<file path="config.mk">
export PLATFORM = sky130hd
export DESIGN_NAME = regfile_wb_arbiter
export DESIGN_NICKNAME = d
export VERILOG_FILES = /design/src/rtl/regfile_pkg.sv /design/src/rtl/rr_arbiter2.sv /design/src/rtl/regfile_wb_arbiter.sv
export SDC_FILE = /design/constraint.sdc
export NUM_CORES = 1
export LEC_CHECK = 0
export ABC_CLOCK_PERIOD_IN_PS = 2200
export BUFFER_PORTS_ARGS = -buffer_cell sky130_fd_sc_hd__buf_2
export CORE_MARGIN = 8
export CORE_UTILIZATION = 41
export CTS_CLUSTER_DIAMETER = 50
export DETAILED_ROUTE_END_ITERATION = 8
export PLACE_DENSITY = 0.8
export SYNTH_ARGS = -nofsm -noshare
export SYNTH_HDL_FRONTEND = slang
export SYNTH_HIERARCHICAL = 1
export SYNTH_SLANG_ARGS = --single-unit
export TNS_END_PERCENT = 5
</file>
<file path="constraint.sdc">
create_clock -name clk -period 2.2 [get_ports clk]
set_clock_uncertainty 0.1 [all_clocks]
set_input_delay 0.22 -clock clk [delete_from_list [all_inputs] [get_ports clk]]
set_output_delay 0.22 -clock clk [all_outputs]
set_load 0.05 [all_outputs]
</file>
<file path="src/rtl/regfile_pkg.sv">
// Shared widths and grant index type for the register-file writeback arbiter.
package regfile_pkg;

  localparam int unsigned DEF_DATA_WIDTH = 32;
  localparam int unsigned DEF_ADDR_WIDTH = 5;

  typedef enum logic {
    GRANT_REQ0 = 1'b0,
    GRANT_REQ1 = 1'b1
  } grant_e;

endpackage

</file>
<file path="src/rtl/rr_arbiter2.sv">
// Two-way round-robin arbiter; prio names the requester that wins a tie.
module rr_arbiter2
  import regfile_pkg::*;
(
  input  logic       clk,
  input  logic       reset,
  input  logic [1:0] req,
  input  logic       advance,
  output logic [1:0] gnt
);

  grant_e prio;

  // Tie goes to prio; no grant at all while reset is held.
  always_comb begin
    gnt = '0;
    if (!reset) begin
      if (req[0] && (!req[1] || prio == GRANT_REQ0)) begin
        gnt[0] = 1'b1;
      end else if (req[1]) begin
        gnt[1] = 1'b1;
      end
    end
  end

  always_ff @(posedge clk) begin
    if (reset) begin
      prio <= GRANT_REQ0;
    end else if (advance) begin
      prio <= gnt[0] ? GRANT_REQ1 : GRANT_REQ0;
    end
  end

endmodule

</file>
<file path="src/rtl/regfile_wb_arbiter.sv">
// Writeback arbiter for two requesters plus a pending-write scoreboard
// providing read-after-write hazard flags.
module regfile_wb_arbiter
  import regfile_pkg::*;
#(
  parameter int unsigned DATA_WIDTH = DEF_DATA_WIDTH,
  parameter int unsigned ADDR_WIDTH = DEF_ADDR_WIDTH
) (
  input  logic                        clk,
  input  logic                        reset,
  input  logic                        in_reserve_valid,
  input  logic [ADDR_WIDTH-1:0]       in_reserve_address,
  input  logic                        in_req0_valid,
  input  logic [ADDR_WIDTH-1:0]       in_req0_address,
  input  logic [DATA_WIDTH-1:0]       in_req0_data,
  input  logic                        in_req1_valid,
  input  logic [ADDR_WIDTH-1:0]       in_req1_address,
  input  logic [DATA_WIDTH-1:0]       in_req1_data,
  output logic                        out_req0_ready,
  output logic                        out_req1_ready,
  input  logic [ADDR_WIDTH-1:0]       in_read1_address,
  input  logic [ADDR_WIDTH-1:0]       in_read2_address,
  output logic                        out_read1_hazard,
  output logic                        out_read2_hazard,
  output logic                        out_write_enable,
  output logic [ADDR_WIDTH-1:0]       out_write_address,
  output logic [DATA_WIDTH-1:0]       out_write_data,
  output logic [(2**ADDR_WIDTH)-1:0]  out_pending
);

  logic [1:0]            gnt;
  logic                  transfer;
  grant_e                sel;
  logic [ADDR_WIDTH-1:0] wb_address;
  logic [DATA_WIDTH-1:0] wb_data;
  logic [(2**ADDR_WIDTH)-1:0] pending_next;

  rr_arbiter2 u_arb (
    .clk     (clk),
    .reset   (reset),
    .req     ({in_req1_valid, in_req0_valid}),
    .advance (transfer),
    .gnt     (gnt)
  );

  assign out_req0_ready = gnt[0];
  assign out_req1_ready = gnt[1];
  assign transfer       = |gnt;

  always_comb begin
    sel        = GRANT_REQ0;
    wb_address = in_req0_address;
    wb_data    = in_req0_data;
    if (gnt[1]) begin
      sel = GRANT_REQ1;
    end
    if (sel == GRANT_REQ1) begin
      wb_address = in_req1_address;
      wb_data    = in_req1_data;
    end
  end

  // Register-file write port; x0 transfers are accepted but never written.
  always_ff @(posedge clk) begin
    if (reset) begin
      out_write_enable  <= 1'b0;
      out_write_address <= '0;
      out_write_data    <= '0;
    end else begin
      out_write_enable <= transfer && (wb_address != '0);
      if (transfer) begin
        out_write_address <= wb_address;
        out_write_data    <= wb_data;
      end
    end
  end

  // Clear on commit first so a same-cycle reservation wins.
  always_comb begin
    pending_next = out_pending;
    if (out_write_enable) begin
      pending_next[out_write_address] = 1'b0;
    end
    if (in_reserve_valid && (in_reserve_address != '0)) begin
      pending_next[in_reserve_address] = 1'b1;
    end
  end

  always_ff @(posedge clk) begin
    if (reset) begin
      out_pending <= '0;
    end else begin
      out_pending <= pending_next;
    end
  end

  assign out_read1_hazard = (in_read1_address != '0) && out_pending[in_read1_address];
  assign out_read2_hazard = (in_read2_address != '0) && out_pending[in_read2_address];

endmodule

</file>
==> flow_summary.ini <==
[floorplanning]
coreArea_um2 = 8760
initial_core_util_pct = 42.3
dieHeight_um = 111
ios = 168
dieWidth_um = 111
die_area_um2 = 12300
floorplan.rows = 34

[final_layout]
n_antenna_cell = 0
area_growth_pct = 30.5
finalCoreUtilization_pct = 55.2
seq_area_um2 = 1430
final.fill_count = 781
drive_above_1_share_pct = 33.1
multi_input_area_um2 = 2150
finalNetCount = 708

[power]
power_w = 0.00306
p_per_area_nw_per_um2 = 633
peakVddDrop_v = 0.000541
leakagePower_nw = 2.24

[route]
ant_nets = 0
vias = 3996
drc = 0
wirelength_mm = 12.2
viasPerCell = 5.50
wl_per_cell_um = 16.8
dr.pass1.iters = 5
drt-initial-drc-count = 191

[clocking]
post_cts_buffers = 0
cts_tree = done
clkTransAtPathRegs_ns = 0.08
root_buffer = clkbuf_8
clock_sinks = 71
numCtsBuffers = 9
clock_latency_ns = 0.34
ctsLongestPathBuffers = 2
htreeDepth = 3

[timing]
rsz0062_at_grt = true
period_share_pct = 97.6
setup_viol_count_final = 0
worstMarginPinSlew_ns = 0.685
max_clock_freq_mhz = 466
hold_viol_final = 0
slew_violations = 0
slew_headroom_pct = 54.4
finalCriticalPeriod_ns = 2.15

[setup_path]
crit_family = compound AO/OA/AOI/OAI gates
cp_max_fo = 4
r2r-start = u_arb/prio$_SDFFE_PP0P_
regToRegEndpoint = out_write_data[8]$_SDFFE_PP0P_
critPathKind = reg -> out
r2r_cells = 7
rrSetupSlack_ns = 0.39
required_ns = 1.88
cpPeakStageDelay_ns = 0.46
path_cells = mux4_2 > o22a_1 > a22oi_1 > o211ai_1 > buf_4
slowest_stage = mux4_2
critPathCaptureType = output port
worstSetupStartpointType = register
critical_path_buf_inv_count = 1
crit_arrival_ns = 1.83

[logic_synthesis]
seq_area_frac_synth_pct = 38.4
synthDistinctLibCells = 42
syn_area_um2 = 3700
ys_warn_count = 6
syn_avg_cell_area_um2 = 8.05
syn_nets = 554
synthCells = 460
ys_ff_latch = 71

[job]
max-cap-violations = 0

[placed_design]
place.gp.congestion = 0.926
dp_hpwl_mm = 9.46
port_buffers = 167

[run_status]
status = completed

[global_routing]
grt.overflow.total = 0
grt_pass1_vias = 3987
grt_antenna_before_repair = 0
grt_max_degree = 68
grt_usage_pct = 19.0
grt_pass1_wl_mm = 19.8

[worst_hold_path]
min-delay-start = in_req1_data[0]
whs_path_depth = 3
min_path_type = in -> reg
whs_endpoint = out_write_data[0]$_SDFFE_PP0P_
[Yosys cell counts, drive strengths merged]
master | number | area, µm²
nor2 | 84 | 315
a21oi | 71 | 355
dfxtp | 71 | 1420
mux2i | 53 | 531
nand2 | 40 | 150
o21ai | 31 | 155
clkbuf | 21 | 78.8
buf | 13 | 68.8
nor2b | 10 | 62.6
nand3 | 9 | 45.0
nor3b | 6 | 45.0
mux4 | 5 | 116
nand3b | 5 | 37.5
a22oi | 4 | 30.0
mux2 | 4 | 45.0
and3b | 3 | 26.3
nand2b | 3 | 18.8
nor3 | 3 | 15.0
a311oi | 2 | 17.5
and3 | 2 | 12.5
o211ai | 2 | 15.0
o311a | 2 | 20.0
or3b | 2 | 17.5
a2111oi | 1 | 8.76
a211oi | 1 | 7.51
a21bo | 1 | 10.0
a221oi | 1 | 8.76
and2b | 1 | 7.51
inv | 1 | 3.75
nand4 | 1 | 6.26
nand4b | 1 | 8.76
o22a | 1 | 8.76
o22ai | 1 | 6.26
or2 | 1 | 6.26
or2b | 1 | 7.51
or3 | 1 | 6.26
or4 | 1 | 7.51
[worst min-delay path: stages]
cell and delay (ns):
buf_2 0.07, a21oi_1 0.05, nor2_1 0.07
[cell families (layout without fill, tap and decap cells)]
family,after synthesis,count (layout),share of synthesized area (%)
and+or+nand+nor,174,174,21.5
AOI/OAI and AO/OA,118,118,17.4
buffers and inverters,35,194,4.09
DFF,71,71,38.4
muxes,62,62,18.7
[worst max path at each step]
stage,end,from,cells past startpoint
4_1_cts,out_read1_hazard,out_pending[27]$_SDFF_PP0_,5
3_3_place_gp,out_read1_hazard,in_read1_address[1],6
3_5_place_dp,out_read1_hazard,in_read1_address[1],6
6_report,out_read1_hazard,out_pending[27]$_SDFF_PP0_,5
2_1_floorplan,out_read2_hazard,out_pending[3]$_SDFF_PP0_,4
5_1_grt,out_read1_hazard,out_pending[27]$_SDFF_PP0_,5
[routing by layer]
metal  up-vias  GRT usage (%)  share of wire [%]
met5         -              0                  0
met4         0           7.38                2.1
met3        25           8.23                 13
met2       227           29.7                 44
met1      1817           22.4                 41
li1       1927              -                  -
[sequential cells by signal, indices dropped and copies added (netlist names)]
signal	cells
out_write_address	5
out_pending	32
out_write_data	32
u_arb/prio	1
out_write_enable	1
[layout make-up]
cell class	count	share of cell area [%]
flip-flops and latches	71	29.6
inverters	1	0.0776
well taps	108	2.80
clock buffers	11	3.13
multi-input cells	354	44.5
clock inverters	5	0.673
repair buffers	177	19.3
[placed cells by master, fill, tap and decap left out, types with 4 or more instances in the layout]
cell,n
buf_4,9
nand2_1,40
mux2i_1,53
o21ai_1,24
a22oi_1,4
nor2b_1,10
dfxtp_2,6
nor2_1,83
o21ai_0,7
a21oi_1,71
clkbuf_8,11
mux4_2,4
nor3b_1,5
buf_2,165
nand3b_1,5
dfxtp_1,65
nand3_1,9
[report_power, final]
group | leakage [nW] | total, W | switching, W | internal, W
combinational | 1.57 | 0.000722 | 0.000478 | 0.000245
sequential | 0.581 | 0.00139 | 0.0000489 | 0.00134
clock | 0.0873 | 0.000948 | 0.000481 | 0.000466
[stage by stage]
stage          setup TNS, ns  hold slack, ns  setup slack, ns  cells  instance area (µm²)
2_1_floorplan              0           0.234          0.00275    460                 3710
3_3_place_gp               0           0.347            0.233    709                 4620
3_5_place_dp               0           0.357            0.205    709                 4620
4_1_cts                    0         0.00109          0.00785    727                 4820
5_1_grt              -0.0133         0.00931          -0.0133    727                 4830
6_report                   0         0.00990           0.0518    727                 4830
[timing repair]
item                                    in CTS  in global routing
gates resized for setup                      1                  8
pin swaps                                    0                  1
endpoints found under the setup margin       1                  2
hold buffers                                 2                  0
hold endpoints to repair                     2                  0
(Power assumes the default switching activity.)
